[config.mk]
export PLATFORM = sky130hd
export DESIGN_NAME = regfile_wr_dec_pipe
export DESIGN_NICKNAME = d
export VERILOG_FILES = /design/src/rtl/regfile_wr_dec_pipe.sv
export SDC_FILE = /design/constraint.sdc
export NUM_CORES = 1
export LEC_CHECK = 0
export BUFFER_PORTS_ARGS = -buffer_cell sky130_fd_sc_hd__buf_2
export CORE_ASPECT_RATIO = 0.8
export CORE_MARGIN = 1.5
export CORE_UTILIZATION = 38
export CTS_CLUSTER_SIZE = 14
export DETAILED_ROUTE_END_ITERATION = 10
export PLACE_DENSITY_LB_ADDON = 0.15
export SKIP_LAST_GASP = 1
export SYNTH_ARGS = -nofsm -noshare
export SYNTH_HDL_FRONTEND = slang
export SYNTH_SLANG_ARGS = --single-unit
export TNS_END_PERCENT = 10
[constraint.sdc]
create_clock -name clk_i -period 1.45 [get_ports clk_i]
set_input_delay 0.29 -clock clk_i [delete_from_list [all_inputs] [get_ports clk_i]]
set_output_delay 0.29 -clock clk_i [all_outputs]
set_load 0.02 [all_outputs]
[src/rtl/regfile_wr_dec_pipe.sv]
// regfile_wr_dec_pipe
// Pipelined write-port decoder for the register file. A destination address
// plus write enable is carried through STAGES registered stages and decoded
// into a one-hot row write-select. The decode is timed to line up with
// writeback. All in-flight destinations are also reported as a pending bitmap
// for hazard detection.
//
// Optional build macro: REGFILE_WR_DEC_ONEHOT_CHK_EN
//   When defined, a sticky checker flags any non-one-hot or inconsistent
//   wr_sel_o / wr_valid_o combination. It is cleared only by reset.
//   When undefined, onehot_err_o is tied low.
//
// Ports:
//   clk_i        - single clock, rising edge
//   reset_i      - synchronous active-high reset
//   wr_en_i      - request a register write this cycle
//   wr_addr_i    - destination register index
//   flush_i      - kill all in-flight writes and this cycle's request
//   wr_sel_o     - one-hot row write-enable, all-zero when idle
//   wr_valid_o   - high exactly when wr_sel_o is non-zero
//   pending_o    - OR of one-hot destinations held in every valid stage
//   drop_cnt_o   - saturating count of writes dropped for targeting ZERO_REG
//   onehot_err_o - sticky decode-integrity error
module regfile_wr_dec_pipe #(
  parameter int unsigned ADDR_W   = 5,
  parameter int unsigned STAGES   = 2,
  parameter int unsigned ZERO_REG = 31,
  parameter int unsigned ZERO_EN  = 1
) (
  input  logic                     clk_i,
  input  logic                     reset_i,
  input  logic                     wr_en_i,
  input  logic [ADDR_W-1:0]        wr_addr_i,
  input  logic                     flush_i,
  output logic [(2**ADDR_W)-1:0]   wr_sel_o,
  output logic                     wr_valid_o,
  output logic [(2**ADDR_W)-1:0]   pending_o,
  output logic [7:0]               drop_cnt_o,
  output logic                     onehot_err_o
);

  localparam int unsigned NUM_REGS = 2**ADDR_W;
  localparam logic [ADDR_W-1:0] ZeroAddr = ADDR_W'(ZERO_REG);

  if (STAGES < 1 || STAGES > 3) begin : gen_stages_check
    $error("regfile_wr_dec_pipe: STAGES must be in 1..3");
  end

  // Stage 0 in the arrays is the first stage; STAGES-1 feeds the decoder.
  logic              valid_q [STAGES];
  logic              valid_d [STAGES];
  logic [ADDR_W-1:0] addr_q  [STAGES];
  logic [ADDR_W-1:0] addr_d  [STAGES];
  logic [7:0]        drop_cnt_q, drop_cnt_d;

  logic hit_zero;
  logic accept;
  logic drop_inc;

  assign hit_zero = (ZERO_EN != 0) && (wr_addr_i == ZeroAddr);
  assign accept   = wr_en_i & ~flush_i & ~hit_zero;
  assign drop_inc = wr_en_i & ~flush_i & hit_zero;

  always_comb begin
    valid_d[0] = accept;
    addr_d[0]  = wr_addr_i;
    for (int k = 1; k < STAGES; k++) begin
      // No stall: every stage advances each cycle, flush empties the pipe.
      valid_d[k] = valid_q[k-1] & ~flush_i;
      addr_d[k]  = addr_q[k-1];
    end
  end

  always_comb begin
    drop_cnt_d = drop_cnt_q;
    if (drop_inc && (drop_cnt_q != 8'hFF)) begin
      drop_cnt_d = drop_cnt_q + 8'd1;
    end
  end

  always_ff @(posedge clk_i) begin
    if (reset_i) begin
      for (int k = 0; k < STAGES; k++) begin
        valid_q[k] <= 1'b0;
        addr_q[k]  <= '0;
      end
      drop_cnt_q <= 8'd0;
    end else begin
      for (int k = 0; k < STAGES; k++) begin
        valid_q[k] <= valid_d[k];
        addr_q[k]  <= addr_d[k];
      end
      drop_cnt_q <= drop_cnt_d;
    end
  end

  // Decode straight from the last stage register; no input-to-output path.
  logic [NUM_REGS-1:0] sel_dec;

  always_comb begin
    sel_dec = '0;
    if (valid_q[STAGES-1]) begin
      sel_dec[addr_q[STAGES-1]] = 1'b1;
    end
  end

  always_comb begin
    pending_o = '0;
    for (int k = 0; k < STAGES; k++) begin
      if (valid_q[k]) begin
        pending_o[addr_q[k]] = 1'b1;
      end
    end
  end

  assign wr_sel_o   = sel_dec;
  assign wr_valid_o = valid_q[STAGES-1];
  assign drop_cnt_o = drop_cnt_q;

`ifdef REGFILE_WR_DEC_ONEHOT_CHK_EN
  localparam logic [NUM_REGS-1:0] SelOne = {{(NUM_REGS-1){1'b0}}, 1'b1};

  logic onehot_err_q, onehot_err_d;
  logic multi_hot;

  // x & (x-1) is non-zero iff more than one bit is set.
  assign multi_hot = ((sel_dec & (sel_dec - SelOne)) != '0);

  always_comb begin
    onehot_err_d = onehot_err_q
                 | multi_hot
                 | ((sel_dec != '0) & ~wr_valid_o)
                 | (wr_valid_o & (sel_dec == '0));
  end

  always_ff @(posedge clk_i) begin
    if (reset_i) begin
      onehot_err_q <= 1'b0;
    end else begin
      onehot_err_q <= onehot_err_d;
    end
  end

  assign onehot_err_o = onehot_err_q;
`else
  assign onehot_err_o = 1'b0;
`endif

endmodule

==> reports/results.md, run 1 <==
| Metric | Value |
|:---|:---|
| Run status | finished, violations left |
| Violations in the final reports | negative setup slack |
| Share of post-route cells with drive strength above 1 | 0.592 |
| Dominant combinational cell family by area after synthesis | simple AND/OR/NAND/NOR gates |
| Arrival time at the worst endpoint | 1.51 ns |
| Bufs on Longest Clock Path | 2 |
| Commonest cells after routing, fill and taps aside | 65 x sky130_fd_sc_hd__buf_2, 40 x sky130_fd_sc_hd__buf_4, 23 x sky130_fd_sc_hd__nor2_1 |
| Sequential element share of the synthesized area | 0.303 |
| Buffers & Inverters on Critical Path | 1 |
| Post-Synth Simple-Gate Area | 0.408 |
| Max-cap viol count | 0 |
| Min-Delay Startpoint | wr_addr_i[0] |
| Cell class contributing the biggest share of worst-path delay | simple AND/OR/NAND/NOR gates |
| Num CTS Buffers | 3 |
| Cell area after layout | 2530 µm² |
| Clk Tree Root Cell | sky130_fd_sc_hd__clkbuf_8 |
| Core area | 3200 µm² |
| Vias in the first global route | 1658 |
| Worst Path Class, Setup | flop to primary output |
| Clock period minus final worst setup slack | 1.80 ns |
| Worst-path clk slew | 0.08 ns |
| Setup crit start | addr_q[0][7] |
| Placed cell area | 2330 µm² |
| ANT cells | 0 |
| Proportion of synthesized area in mux cells | 0.00757 |
| Power density over cell area | 503 nW/µm² |
| Setup violators final | 69 |
| Final weighted congestion of routability-driven global placement | 0.823 |
| Clock latency reported for the late side of the worst-skew pair | 0.26 ns |
| Seq cells post-synth | 20 |
| Number of nets still failing antenna checks after routing | 0 |
| Final-report hold violation count | 0 |
| Synth Instances | 183 |
| Sort of element at the end of the critical path | primary output |
| Least-Margin Pin Slew | 0.599 ns |
| Drt wl/cell | 15.7 µm |
| Quantity of I/O buffers inserted on ports | 81 |
| Aggregate global routing overflow | 0 |
| Synth unique cells | 31 |
| Number of setup buffers added after CTS | 0 |
| Synthesis-to-finish area growth | 91.1% |
| Pin count of the biggest net entering global routing | 21 |
| CTS tree | yes |
| Number of slew-limit violations in the final report | 0 |
| Portion of the clock cycle consumed by the worst path in the final layout | 1.24 |
| Setup repair after global routing missed its margin | yes |
| Initial antenna violation count | 0 |
| Total number of nets in the final design | 300 |
| All-layer global routing usage | 0.265 |
| Average cell area after synthesis | 7.23 µm² |
| Reg2reg start | drop_cnt_o[0] |
| Worst hold-check path type | input pin to flop |
| Setup ws final | -0.353 ns |
| Setup TNS | -17.50 ns |
| Most frequent standard cell in the layout excluding fill and tap cells | sky130_fd_sc_hd__buf_2 |
| Worst-case headroom to the max-slew limit | 0.599 |
| Count of routing violations after the opening detailed-route iteration | 116 |
| IO Pins | 83 |
| Filler cell count | 235 |
| Iteration count of the initial detailed-routing pass | 4 |
| Synth warn | 0 |
| Type of element launching the critical path | flop |
| Via/cell ratio | 5.73 |
| Largest cells by area after synthesis | sky130_fd_sc_hd__dfxtp_1 30%, sky130_fd_sc_hd__o22ai_1 15%, sky130_fd_sc_hd__nor2_1 11%, sky130_fd_sc_hd__nand3b_1 6.2%, sky130_fd_sc_hd__nor2b_1 5.2% |
| Worst clock skew | 0.00928 ns |
| Die extent in x | 69.0 µm |
| Synth Area in XOR/XNOR | 0 |
| Fraction of post-synthesis cell area in the top cell type by area | 0.303 |
| Worst-case vdd ir drop | 698 µV |
| Sinks on the clock net | 20 |
| Area taken by multi-input logic gates | 1160 µm² |
| Required time at the worst-slack endpoint | 1.16 ns |
| Highest-delay cell along the critical path | sky130_fd_sc_hd__or3b_4 |
| Initial Util | 0.414 |
| Leakage power summed over all cells | 0.00104 µW |
| Peak per-stage delay on the critical path | 0.50 ns |
| Via count | 1884 |
| Complex-gate fraction of the synthesized area | 0.210 |
| Netlist area before placement | 1320 µm² |
| Post-synthesis share of cell area spent on full adders, half adders and majority gates | 0.00946 |
| Number of placement rows | 18 |
| Detailed Route WL | 5160 µm |
| Critical path peak fanout | 8 |
| Register cell area after layout | 410 µm² |
| Wire length of the first global-routing pass | 7940 µm |
| DRC viols | 0 |
| Level count of the clock H-tree | 1 |
| Maximum operating frequency | 0.555 GHz |
| Largest area contributor in the synthesized netlist | sky130_fd_sc_hd__dfxtp_1 |
| Worst-path cell chain | or3b_4, o22ai_4, buf_4 |
| Chip height | 55.8 µm |
| Synthesized Nets | 193 |
| DP HPWL | 3740 µm |
| Area of the die | 3850 µm² |
timing repair:
item | 4_1_cts | 5_1_grt
gates resized for setup | 29 | 12
hold endpoints to repair | 0 | 0
cloned | 0 | 1
setup endpoints to repair | 69 | 72
pin swaps | 1 | 2
hold buffers | 0 | 0
worst reg2reg max path: stages (launching register included):
cell and delay (ns):
sky130_fd_sc_hd__dfxtp_1 0.36, sky130_fd_sc_hd__ha_1 0.21, sky130_fd_sc_hd__nand3_1 0.09, sky130_fd_sc_hd__nor2_1 0.47, sky130_fd_sc_hd__o21ai_0 0.16, sky130_fd_sc_hd__a21oi_1 0.16
synth_stat cells (all sizes together):
cell    count
nor2       40
o22ai      32
dfxtp      20
clkbuf     15
nand3b     11
nor2b      11
nand3       8
a21oi       6
nand2       6
or3b        6
or3         4
o31ai       3
buf         2
o21ai       2
or4         2
a31oi       1
and4        1
conb        1
ha          1
inv         1
mux2i       1
nand4       1
nand4b      1
nor3        1
nor3b       1
nor4        1
nor4b       1
o41ai       1
or2         1
or4b        1
power by group:
part           total [µW]  switching [µW]  leakage [µW]  internal [µW]
Sequential            577            14.8      0.000166            562
Combinational         214             121      0.000837           92.1
Clock                 482             183     0.0000339            299
final cells by class:
type | instances | share of cell area
Multi-Input combinational cell | 145 | 0.461
Tap cell | 40 | 0.0198
Clock buffer | 4 | 0.0262
Sequential cell | 20 | 0.162
Timing Repair Buffer | 119 | 0.329
Inverter | 1 | 0.00149
stage by stage:
step,instances,worst slack (ns),power [µW],utilization,hold WS (ns)
detailed placement,325,-0.256,782,0.727,0.500
floorplan,183,-0.177,715,-,0.356
finish,329,-0.353,1270,0.790,0.256
global route,329,-0.403,1320,0.790,0.271
global placement,325,-0.223,777,0.727,0.492
CTS,329,-0.379,1270,0.775,0.254
state kept, by name (all words and copies together), names as in the netlist:
name,count
valid_q,2
drop_cnt_o,8
addr_q,10
path summary, 6_finish.rpt:
path / slack, ns / depth (start not counted) / end
max: -0.35 / 3 / pending_o[4]
min: 0.26 / 2 / addr_q[0][0]
max reg2reg: -0.07 / 5 / drop_cnt_o[1]
min reg2reg: 0.52 / 1 / addr_q[0][6]
cell families after synthesis:
group | Yosys count
AO/OA/AOI/OAI | 45
AND/OR/NAND/NOR | 97
buffers and inverters | 18
flip-flops | 20
multiplexers | 1
other | 1
adder cells (fa/ha/maj) | 1
per-layer routing:
metal,GRT usage,share of wire,up-vias
li1,-,-,890
met1,0.380,0.43,889
met4,0.0672,0.020,0
met5,0,0,-
met2,0.412,0.47,95
met3,0.0405,0.076,10
(Power assumes the default switching activity.)
==> run 2, diff against run 1 <==
Settings changed: SKIP_CTS_REPAIR_TIMING set to 1.
==> run 2 against run 1 <==
Fmax down 1.5%. Largest power group unchanged. Hold slack about the same. Sequential power about the same. Setup slack worse by 0.028 ns. Final cell count up 0.30%. Clock skew down 0.0042 ns. The flow still finishes with violations (negative setup slack).
==> reports/results.md, run 2 (same netlist as run 1, synthesis figures left out) <==
| Metric | Value |
|:---|:---|
| Run status | finished, violations left |
| Violations in the final reports | negative setup slack |
| Leakage power summed over all cells | 0.00104 µW |
| Max reg flops | 10 |
| Setup repair after global routing missed its margin | yes |
| Via/cell ratio | 5.53 |
| Worst-path clk slew | 0.07 ns |
| Count of routing violations after the opening detailed-route iteration | 134 |
| Setup ws final | -0.381 ns |
| P_sw | 308 µW |
| Hold slack | 0.257 ns |
| Sinks on the clock net | 20 |
| Clk Tree Root Cell | sky130_fd_sc_hd__clkbuf_8 |
| Required time at the worst-slack endpoint | 1.16 ns |
| Number of placement rows | 18 |
| Peak per-stage delay on the critical path | 0.51 ns |
| Iteration count of the initial detailed-routing pass | 4 |
| ANT cells | 0 |
| Critical path peak fanout | 8 |
| Num CTS Buffers | 3 |
| Most frequent standard cell in the layout excluding fill and tap cells | sky130_fd_sc_hd__buf_2 |
| Synthesis-to-finish area growth | 89.0% |
| Bufs on Longest Clock Path | 2 |
| Final standard cell utilization of the core | 0.782 |
| Clock period minus final worst setup slack | 1.83 ns |
| Commonest cells after routing, fill and taps aside | 68 x sky130_fd_sc_hd__buf_2, 41 x sky130_fd_sc_hd__buf_4, 23 x sky130_fd_sc_hd__nor2_1 |
| Cell-internal power | 954 µW |
| Number of slew-limit violations in the final report | 0 |
| Wire length of the first global-routing pass | 7670 µm |
| Clock power share | 0.376 |
| Aggregate global routing overflow | 0 |
| Final-report hold violation count | 0 |
| Highest-delay cell along the critical path | sky130_fd_sc_hd__or3b_4 |
| Final weighted congestion of routability-driven global placement | 0.823 |
| Chip height | 55.8 µm |
| Portion of the clock cycle consumed by the worst path in the final layout | 1.26 |
| Least-Margin Pin Slew | 0.609 ns |
| DP HPWL | 3740 µm |
| Area of the die | 3850 µm² |
| Initial Util | 0.414 |
| Sequential Power Share | 0.456 |
| Initial antenna violation count | 0 |
| All-layer global routing usage | 0.253 |
| Vias in the first global route | 1636 |
| Via count | 1825 |
| Worst Path Class, Setup | flop to primary output |
| Worst hold-check path type | input pin to flop |
| R2R depth | 5 |
| Detailed Route WL | 5000 µm |
| Level count of the clock H-tree | 1 |
| Arrival time at the worst endpoint | 1.54 ns |
| DRC viols | 0 |
| Die extent in x | 69.0 µm |
| IO Pins | 83 |
| Drt wl/cell | 15.1 µm |
| Quantity of I/O buffers inserted on ports | 81 |
| Worst-case headroom to the max-slew limit | 0.593 |
| Core area | 3200 µm² |
| Post-route total power | 1260 µW |
| Power density over cell area | 505 nW/µm² |
| Hold depth | 2 |
| Largest Register | addr_q |
| Sort of element at the end of the critical path | primary output |
| Max-cap viol count | 0 |
| Combinational share of power | 0.168 |
| Worst-path cell chain | or3b_4, o22ai_4, buf_2 |
| Net switching share of the total power | 0.244 |
| Worst clock skew | 0.00506 ns |
| Maximum operating frequency | 0.546 GHz |
| Clock latency reported for the late side of the worst-skew pair | 0.25 ns |
| Setup violators final | 69 |
| Type of element launching the critical path | flop |
| CTS tree | yes |
| Number of nets still failing antenna checks after routing | 0 |
| Worst-case vdd ir drop | 677 µV |
| Share of post-route cells with drive strength above 1 | 0.590 |
| Total number of nets in the final design | 301 |
| Pin count of the biggest net entering global routing | 21 |
[run 2: changes by cell type in the layout (fill, tap and decap cells not counted), sizes merged]
cell | before | now
buf | 118 | 119
[run 2: worst paths after layout]
| path | from | slack [ns] | to |
|---|---|---|---|
| worst min register to register | addr_q[0][1] | 0.52 | addr_q[0][6] |
| worst min-delay path | wr_addr_i[1] | 0.26 | addr_q[0][1] |
| worst max-delay path | addr_q[0][7] | -0.38 | pending_o[5] |
| worst max register to register | drop_cnt_o[0] | -0.08 | drop_cnt_o[3] |
[run 2: metal layers]
layer  routed length (µm)  global-route usage
met1                 2210               0.367
met2                 2370               0.391
met3                  377              0.0405
met4                   41              0.0532
met5                    0                   0
[run 2: cell type report]
type,count,area [µm²]
Timing Repair Buffer,120,821
Fill cell,248,698
Inverter,1,3.75
Multi-Input combinational cell,145,1150
Sequential cell,20,409
Tap cell,40,50.0
Clock buffer,4,66.3
[run 2: critical path, delay by kind of cell, from the launching register on]
family / cells / cell delay, ns
compound gates: 1 / 0.18
flops: 1 / 0.40
buf+inv: 1 / 0.20
simple gates: 1 / 0.51
[run 2: stage by stage]
step                      TNS [ns]  worst slack [ns]  instances  cell area, µm²
after global routing        -23.28            -0.435        330            2500
after CTS                   -20.94            -0.542        329            2390
after detailed placement     -5.24            -0.256        325            2330
final                       -18.14            -0.381        330            2500
after global placement       -4.48            -0.223        325            2330
after floorplan              -7.47            -0.177        183            1650
[run 2: power by group through the flow]
stage / Combinational [µW] / Clock (µW) / Sequential, µW
floorplan: 128 / 0 / 588
global placement: 191 / 0 / 586
detailed placement: 194 / 0 / 588
CTS: 194 / 484 / 575
global route: 226 / 507 / 579
finish: 211 / 475 / 576
